--- src/rtl/lv_ov_pkg.sv ---
`default_nettype none
// ============================================================================
// Module   : lv_ov_pkg
// Brief    : Shared types and helpers for the LV supply over-voltage deglitch
//            path (state encoding, debounce cycle-count arithmetic).
// Revision : 1.0 - initial release
// ============================================================================
package lv_ov_pkg;

  // Debug-visible state encoding of the OV deglitch FSM
  typedef enum logic [1:0] {
    NORM     = 2'd0,
    OV_PEND  = 2'd1,
    OV_ACT   = 2'd2,
    REL_PEND = 2'd3
  } ov_st_e;

  // Filter time in microseconds times clock in MHz gives the debounce length in clocks
  function automatic int deb_cycles(input int us, input int clk_m);
    return us * clk_m;
  endfunction

  // Larger of two counts; sizes the shared debounce counter
  function automatic int max_int(input int a, input int b);
    return (a > b) ? a : b;
  endfunction

endpackage
`default_nettype wire

--- src/rtl/lv_sync2.sv ---
`default_nettype none
// ============================================================================
// Module   : lv_sync2
// Brief    : Generic two-flop synchroniser for a single asynchronous bit,
//            with a configurable synchronous reset value.
// Revision : 1.0 - initial release
// ============================================================================
module lv_sync2 #(
  parameter logic RST_VAL = 1'b0
) (
  input  logic i_clk,
  input  logic i_rst,
  input  logic i_d,
  output logic o_q
);

  logic r_meta;
  logic r_q;

  // First flop may go metastable; second flop gives the settled copy
  always_ff @(posedge i_clk) begin
    if (i_rst) begin
      r_meta <= RST_VAL;
      r_q    <= RST_VAL;
    end else begin
      r_meta <= i_d;
      r_q    <= r_meta;
    end
  end

  assign o_q = r_q;

endmodule
`default_nettype wire

--- src/rtl/lv_ov_deglitch.sv ---
`default_nettype none
// ============================================================================
// Module   : lv_ov_deglitch
// Brief    : LV supply over-voltage response path. Registers the BIST force
//            request to the analog comparator, synchronises the raw comparator
//            output and deglitches it into the lv_vsup_ov flag.
//            Optional macro LV_OV_LATCH_EN: keeps the flag sticky after OV_ACT
//            until cleared by i_ov_clr while the FSM is idle in NORM.
// Revision : 1.0 - initial release
// ============================================================================
module lv_ov_deglitch
  import lv_ov_pkg::*;
#(
  parameter int CLK_M      = 1,
  parameter int OV_DEB_US  = 10,
  parameter int REL_DEB_US = 20
) (
  input  logic       i_clk,
  input  logic       i_rst,
  input  logic       i_bistlv_ov,
  input  logic       i_ov_raw,
  input  logic       i_ov_clr,
  output logic       o_ana_ov_frc,
  output logic       o_lv_vsup_ov,
  output logic [1:0] o_ov_st
);

  localparam int c_ov_deb_cyc  = deb_cycles(OV_DEB_US, CLK_M);
  localparam int c_rel_deb_cyc = deb_cycles(REL_DEB_US, CLK_M);
  localparam int CNT_W         = $clog2(max_int(c_ov_deb_cyc, c_rel_deb_cyc) + 1);

  localparam logic [CNT_W-1:0] c_ov_last  = CNT_W'(c_ov_deb_cyc - 1);
  localparam logic [CNT_W-1:0] c_rel_last = CNT_W'(c_rel_deb_cyc - 1);
  localparam logic [CNT_W-1:0] c_cnt_one  = CNT_W'(1);

  logic             r_ana_ov_frc;
  logic             w_s_ov;
  ov_st_e           r_st;
  ov_st_e           w_st_nxt;
  logic [CNT_W-1:0] r_cnt;
  logic             r_vsup;
  logic             w_sticky_nxt;

  // Force request is a plain one-cycle registered copy of the BIST request
  always_ff @(posedge i_clk) begin
    if (i_rst) r_ana_ov_frc <= 1'b0;
    else       r_ana_ov_frc <= i_bistlv_ov;
  end

  lv_sync2 #(
    .RST_VAL (1'b0)
  ) u_sync (
    .i_clk (i_clk),
    .i_rst (i_rst),
    .i_d   (i_ov_raw),
    .o_q   (w_s_ov)
  );

  // Next-state decode: pending states expire after their debounce count
  always_comb begin
    w_st_nxt = r_st;
    case (r_st)
      NORM:     if (w_s_ov) w_st_nxt = OV_PEND;
      OV_PEND:  if (!w_s_ov)                w_st_nxt = NORM;
                else if (r_cnt == c_ov_last) w_st_nxt = OV_ACT;
      OV_ACT:   if (!w_s_ov) w_st_nxt = REL_PEND;
      REL_PEND: if (w_s_ov)                  w_st_nxt = OV_ACT;
                else if (r_cnt == c_rel_last) w_st_nxt = NORM;
      default:  w_st_nxt = NORM;
    endcase
  end

`ifdef LV_OV_LATCH_EN
  logic r_sticky;
  logic w_ent_act;

  assign w_ent_act = (w_st_nxt == OV_ACT) && (r_st != OV_ACT);

  // Entry into OV_ACT takes priority over a simultaneous clear
  always_comb begin
    w_sticky_nxt = r_sticky;
    if (w_ent_act)                      w_sticky_nxt = 1'b1;
    else if (i_ov_clr && (r_st == NORM)) w_sticky_nxt = 1'b0;
  end

  // Sticky OV memory survives the release debounce
  always_ff @(posedge i_clk) begin
    if (i_rst) r_sticky <= 1'b0;
    else       r_sticky <= w_sticky_nxt;
  end
`else
  logic w_unused_ov_clr;

  assign w_sticky_nxt    = 1'b0;
  assign w_unused_ov_clr = i_ov_clr;
`endif

  // State, debounce counter and flag; counter restarts on every state change
  // (at 1 when entering a pending state so the entry cycle counts)
  always_ff @(posedge i_clk) begin
    if (i_rst) begin
      r_st   <= NORM;
      r_cnt  <= '0;
      r_vsup <= 1'b0;
    end else begin
      r_st <= w_st_nxt;
      if (w_st_nxt != r_st)
        r_cnt <= ((w_st_nxt == OV_PEND) || (w_st_nxt == REL_PEND)) ? c_cnt_one : '0;
      else
        r_cnt <= r_cnt + c_cnt_one;
      r_vsup <= w_sticky_nxt || (w_st_nxt == OV_ACT) || (w_st_nxt == REL_PEND);
    end
  end

  assign o_ana_ov_frc = r_ana_ov_frc;
  assign o_lv_vsup_ov = r_vsup;
  assign o_ov_st      = r_st;

endmodule
`default_nettype wire
--- config.mk ---
export PLATFORM = sky130hd
export DESIGN_NAME = lv_ov_deglitch
export DESIGN_NICKNAME = d
export VERILOG_FILES = /design/src/rtl/lv_ov_pkg.sv /design/src/rtl/lv_sync2.sv /design/src/rtl/lv_ov_deglitch.sv
export SDC_FILE = /design/constraint.sdc
export NUM_CORES = 1
export LEC_CHECK = 0
export ABC_AREA = 1
export CAP_MARGIN = 20
export CORE_AREA = 2 2 39 41
export DETAILED_ROUTE_END_ITERATION = 8
export DIE_AREA = 0 0 41 43
export GPL_TIMING_DRIVEN = 0
export MAX_ROUTING_LAYER = met4
export PLACE_DENSITY_LB_ADDON = 0.08
export SETUP_SLACK_MARGIN = 0.05
export SLEW_MARGIN = 10
export SYNTH_ARGS = -nofsm -noshare
export SYNTH_HDL_FRONTEND = slang
export SYNTH_SLANG_ARGS = --single-unit
--- constraint.sdc ---
create_clock -name i_clk -period 1.5 [get_ports i_clk]
set_input_delay 0.225 -clock i_clk [delete_from_list [all_inputs] [get_ports i_clk]]
set_output_delay 0.225 -clock i_clk [all_outputs]
set_load 0.02 [all_outputs]
==> results of run 1 <==
-- timing repair --
| item | 4_1_cts | 5_1_grt |
|---|---|---|
| gates resized for setup | 3 | 2 |
| hold buffers | 0 | 0 |
| buffers inserted | 0 | 0 |
| endpoints found under the setup margin | 3 | 4 |
-- flip-flops by register name, indices dropped and copies added, names as in the netlist --
register       flops
r_cnt              5
o_ov_st            2
o_ana_ov_frc       1
u_sync.o_q         1
u_sync.r_meta      1
-- path summary, 6_finish.rpt --
path,start,to,slack (ps),cells past startpoint
worst min register to register,u_sync.r_meta,u_sync.o_q,400,2
worst max register to register,r_cnt[1],r_cnt[2],240,11
worst max-delay path,o_ana_ov_frc,o_ana_ov_frc,110,1
worst min-delay path,u_sync.r_meta,u_sync.o_q,400,2
-- power breakdown --
part | internal [mW] | switching (mW)
Sequential | 0.279 | 0.0103
Combinational | 0.0251 | 0.0248
Clock | 0.0927 | 0.0904
-- layer usage --
metal	wire [um]	global-route usage, %	share of wire (%)
met5	0	-	0
met4	12	12.00	1.6
met3	38	3.141	4.9
met1	374	16.83	49
met2	343	15.31	45
-- kinds of logic (layout without fill, tap and decap cells) --
| group | Yosys count | after routing |
|---|---|---|
| adders and majority gates | 2 | 2 |
| buffers and inverters | 11 | 21 |
| AOI/OAI and AO/OA | 4 | 4 |
| xor gates and xnor gates | 3 | 3 |
| DFF | 10 | 10 |
| and+or+nand+nor | 28 | 28 |
-- layout make-up --
cell class | count | area [um2] | share of cell area [%]
multi-input cells | 37 | 206.4 | 36.75
clock buffers | 3 | 22.52 | 4.009
flip-flops and latches | 10 | 201.4 | 35.86
repair buffers | 7 | 66.31 | 11.80
plain buffers | 1 | 7.507 | 1.336
inverters | 10 | 37.54 | 6.682
well taps | 16 | 20.02 | 3.563
-- metrics by stage --
| stage | instance area [um2] | total power, mW | utilization, % |
|---|---|---|---|
| finish | 561.8 | 0.5220 | 40.60 |
| global route | 561.8 | 0.5586 | 40.60 |
| CTS | 558.0 | 0.5326 | 40.33 |
| detailed placement | 539.3 | 0.3451 | 38.97 |
| global placement | 539.3 | 0.3452 | 38.97 |
| floorplan | 449.2 | 0.3243 | - |
-- layout by cell type (no fill, tap or decap) --
cell             count
inv_1               10
nor2_1              10
dfxtp_1              9
nand2_1              7
nand3_1              5
clkdlybuf4s50_1      4
nand2_2              3
clkbuf_4             3
dlygate4sd2_1        3
a21oi_1              2
xor2_1               2
xnor2_1              1
nor2_2               1
nand3_2              1
nand4_1              1
o21ai_0              1
o21bai_1             1
ha_1                 1
ha_2                 1
buf_4                1
dfxtp_2              1
-- worst reg2reg max path, delay by kind of cell (launching register included) --
kind | cells | cell delay (ps)
flops | 1 | 350
buf+inv | 2 | 100
fa+ha+maj | 1 | 170
simple gates | 8 | 580
==> flow_summary.json, run 1 <==
{
  "root_buffer": "clkbuf_4",
  "cp.required_ps": 1270,
  "cts_buffers": 3,
  "crit_family": "buffers and inverters",
  "wire_per_inst_um": 9.155,
  "synthMuxAreaShare_pct": 0,
  "synth_seq_cells": 10,
  "arrival_ps": 1170,
  "fin_crit_ps": 1393,
  "ant_nets": 0,
  "grt_max_degree": 7,
  "path_class": "register to primary output",
  "finalSetupTns_ps": 0,
  "relSlewSlack_pct": 85.57,
  "instances_no_fill": 84,
  "setup_viol": 0,
  "slew_violations": 0,
  "synth_area_leader_cell": "dfxtp_1",
  "yosys-top-cells-area": "dfxtp_1, inv_1, nor2_1, nand2_1, ha_1",
  "dr.first_iter.drc_count": 3,
  "period_share_pct": 92.84,
  "min_path_type": "register to register",
  "worst_slack_ps": 107.4,
  "yosysTopAreaCellShare_pct": 44.57,
  "crit_path_end_kind": "primary output",
  "yosys.area_share.simple_pct": 28.97,
  "grt_pass1_vias": 343,
  "n_antenna_cell": 0,
  "synth_compound_area_share_pct": 5.014,
  "cts_tree": "done",
  "core_region_area_mm2": 0.001384,
  "status": "finished, final reports clean",
  "start_util_pct": 32.46,
  "cts_num_sinks": 10,
  "ys_types": 16,
  "ys_top_cells_by_count": "dfxtp_1, inv_1, nor2_1",
  "power_density_mw_per_mm2": 929.2,
  "yosys_warnings": 0,
  "grt_first_pass_wirelength_mm": 1.421,
  "ios": 9,
  "route.detailed.drc": 0,
  "worst-path-buf-inv": 1,
  "synth_nets": 65,
  "max_freq_mhz": 718.1,
  "synth_area_um2": 449.2,
  "cap_violations": 0,
  "avgSynthCellArea_um2": 7.744,
  "yosysSeqAreaShare_pct": 44.57,
  "synthFlopType": "dfxtp_1",
  "place_hpwl_um": 572.9,
  "preCtsSetupSlack_ps": 174.8,
  "rsz0062_at_grt": "false",
  "cp-start-kind": "register",
  "synthArstFlopShare_pct": 0,
  "synth_top_family_by_area": "simple AND/OR/NAND/NOR gates",
  "fillCellCount": 152,
  "synthXorXnorAreaFrac_pct": 5.850,
  "place_congestion": 0.6885,
  "num_vias": 374,
  "drive_gt1_share_pct": 16.18,
  "antenna_found_initial": 0,
  "placed_cells": 81,
  "leakagePower_nw": 0.2688,
  "vias_per_cell": 4.452,
  "cts_buffer_depth": 2,
  "cpMaxStageDelayCell": "clkdlybuf4s50_1",
  "htree_levels": 1,
  "grt-ovfl-total": 0,
  "drt_first_pass_iters": 4,
  "fin_nets": 77,
  "routed_wl_um": 769,
  "path_cells": "clkdlybuf4s50_1",
  "die_h_um": 43,
  "synth_edf_count": 0,
  "portBuffers": 7,
  "tightest_slew_ps": 215.7,
  "fin_skew_ps": 3.292,
  "synthToLayoutAreaGrowth_pct": 25.07,
  "dieArea_mm2": 0.001763,
  "ir_worst_vdd_mv": 0.4580,
  "num_rows": 14,
  "insertion_delay_ps": 260,
  "die_x_um": 41,
  "hold_viol": 0,
  "cpPeakStageDelay_ps": 600,
  "hold_slack_ps": 402.1,
  "grt_usage_pct": 12.89,
  "syn_inst": 58,
  "clkSlewWorstSetupHoldPaths_ps": 60,
  "yosys.area_share.adder_pct": 5.571,
  "worst-path-max-fanout": 1
}
Power figures use the tool's default switching activity.
==> inputs of run 2 (changes only) <==
--- a/config.mk
+++ b/config.mk
@@ -14,7 +14,7 @@
 export MAX_ROUTING_LAYER = met4
 export PLACE_DENSITY_LB_ADDON = 0.08
 export SETUP_SLACK_MARGIN = 0.05
-export SLEW_MARGIN = 10
+export SLEW_MARGIN = 15
 export SYNTH_ARGS = -nofsm -noshare
 export SYNTH_HDL_FRONTEND = slang
 export SYNTH_SLANG_ARGS = --single-unit
==> results of run 2 <==
No change in the layout: final DEF, timing and power equal those of run 1.
==> inputs of run 3 (changes only) <==
--- a/config.mk
+++ b/config.mk
@@ -6,10 +6,11 @@
 export NUM_CORES = 1
 export LEC_CHECK = 0
 export ABC_AREA = 1
-export CAP_MARGIN = 20
-export CORE_AREA = 2 2 39 41
+export CAP_MARGIN = 15
+export CELL_PAD_IN_SITES_DETAIL_PLACEMENT = 0
+export CELL_PAD_IN_SITES_GLOBAL_PLACEMENT = 1
+export CORE_UTILIZATION = 33
 export DETAILED_ROUTE_END_ITERATION = 8
-export DIE_AREA = 0 0 41 43
 export GPL_TIMING_DRIVEN = 0
 export MAX_ROUTING_LAYER = met4
 export PLACE_DENSITY_LB_ADDON = 0.08
==> run 3 against run 2 <==
Wire length is 9.9% lower. Total power is 11% higher. Non-clock buffer count stayed put. Sequential cell count stayed put. Register-to-register slack worse by 20 ps. Clock skew is 3.7 ps higher. Clock power is 31% higher. Sequential power hardly changed. Core utilization is 7.4 points higher. Highest routed layer unchanged. Count of clock-buffer cells in the layout is 1 higher. Via count is 3.5% lower.
==> flow_summary.json, run 3 (same netlist as run 1, synthesis figures left out) <==
{
  "place_congestion": 0.6751,
  "insertion_delay_ps": 260,
  "cpPeakStageDelay_ps": 590,
  "vias_per_cell": 4.349,
  "min_path_type": "register to register",
  "power_density_mw_per_mm2": 1016,
  "rr_startpoint": "r_cnt[0]",
  "die_h_um": 38.90,
  "worst-path-max-fanout": 1,
  "path_cells": "clkdlybuf4s50_1",
  "fin_crit_ps": 1374,
  "place_hpwl_um": 560.9,
  "drive_gt1_share_pct": 14.49,
  "htree_levels": 1,
  "path_class": "register to primary output",
  "root_buffer": "clkbuf_4",
  "hold_slack_ps": 406.6,
  "regToRegSetupSlack_ps": 220,
  "route.detailed.drc": 0,
  "cp-start-kind": "register",
  "r2r_end": "r_cnt[2]",
  "placed_cells": 79,
  "max_freq_mhz": 727.7,
  "fin_skew_ps": 7.002,
  "crit_path_end_kind": "primary output",
  "num_vias": 361,
  "dr.first_iter.drc_count": 4,
  "hold_viol": 0,
  "total_power_mw": 0.5785,
  "seq_area_um2": 200.2,
  "fillCellCount": 117,
  "start_util_pct": 37.87,
  "instances_no_fill": 83,
  "drt_first_pass_iters": 2,
  "leakagePower_nw": 0.2781,
  "ant_nets": 0,
  "cp.required_ps": 1270,
  "grt_pass1_vias": 296,
  "cts_buffers": 3,
  "portBuffers": 7,
  "multi_input_area_um2": 203.9,
  "tightest_slew_ps": 206.5,
  "period_share_pct": 91.61,
  "num_rows": 12,
  "cpMaxStageDelayCell": "clkdlybuf4s50_1",
  "crit_cells": 1,
  "routed_wl_um": 693,
  "cts_setup_buffers": 0,
  "die_x_um": 38.90,
  "ios": 9,
  "reg2reg_depth": 10,
  "finalSetupTns_ps": 0,
  "cap_violations": 0,
  "synthToLayoutAreaGrowth_pct": 26.74,
  "status": "finished, final reports clean",
  "crit_family": "buffers and inverters",
  "antenna_found_initial": 0,
  "fin_nets": 77,
  "n_antenna_cell": 0,
  "relSlewSlack_pct": 86.19,
  "cts_tree": "done",
  "regMostFlops": "r_cnt",
  "grt_usage_pct": 12.18,
  "rsz0062_at_grt": "false",
  "grt_max_degree": 7,
  "core_region_area_mm2": 0.001186,
  "wire_per_inst_um": 8.349,
  "largest_reg_flops": 5,
  "ir_worst_vdd_mv": 0.4667,
  "arrival_ps": 1150,
  "dieArea_mm2": 0.001513,
  "grt-ovfl-total": 0,
  "slew_violations": 0,
  "startpoint": "o_ana_ov_frc",
  "cts_buffer_depth": 2,
  "setup_viol": 0,
  "clkSlewWorstSetupHoldPaths_ps": 60,
  "final_cell_mix": "inv_1, nor2_1, dfxtp_1, nand2_1, nand3_1",
  "hold_buffers": 0,
  "grt_first_pass_wirelength_mm": 1.152,
  "critPathCapture": "o_ana_ov_frc",
  "cts_num_sinks": 10,
  "worst-path-buf-inv": 1
}
==> run 3: how the worst min path moves through the flow <==
stage | from | end | slack (ps) | cells after the start
2_1_floorplan | i_rst | o_ov_st[1] | 290 | 1
3_3_place_gp | u_sync.r_meta | u_sync.o_q | 390 | 2
3_5_place_dp | u_sync.r_meta | u_sync.o_q | 400 | 2
4_1_cts | u_sync.r_meta | u_sync.o_q | 410 | 2
5_1_grt | u_sync.r_meta | u_sync.o_q | 440 | 2
6_report | u_sync.r_meta | u_sync.o_q | 410 | 2
==> run 3: stage by stage <==
stage,util [%],area (um2),setup slack [ps]
after floorplan,-,449.2,332.2
after global routing,48.00,569.3,65.97
final,48.00,569.3,125.9
after detailed placement,45.25,536.8,167.8
after global placement,45.25,536.8,186.7
after CTS,48.00,569.3,112.0
==> run 3: area by class of cell <==
cell class	instances	area share [%]
Multi-Input combinational cell	37	35.82
Sequential cell	10	35.16
Clock buffer	4	6.374
Buffer	1	1.319
Timing Repair Buffer	7	11.65
Tap cell	14	3.077
Inverter	10	6.593
==> run 3: timing repair <==
item                                    in CTS  in global routing
endpoints found under the hold margin        0                  0
resized for setup                            3                  0
endpoints found under the setup margin       3                  0
==> run 3: power by group <==
group | internal [mW] | total (mW) | switching, mW
registers | 0.278 | 0.289 | 0.0107
clock network | 0.147 | 0.240 | 0.0931
logic | 0.0250 | 0.0494 | 0.0244
==> run 3: metal layers <==
| metal | share of wire (%) | global-route usage (%) | up-vias |
|---|---|---|---|
| met5 | 0 | - | - |
| met4 | 1.4 | 10.34 | 0 |
| met3 | 3.8 | 3.468 | 2 |
| met2 | 39 | 14.17 | 6 |
| met1 | 56 | 16.55 | 152 |
| li1 | - | - | 201 |
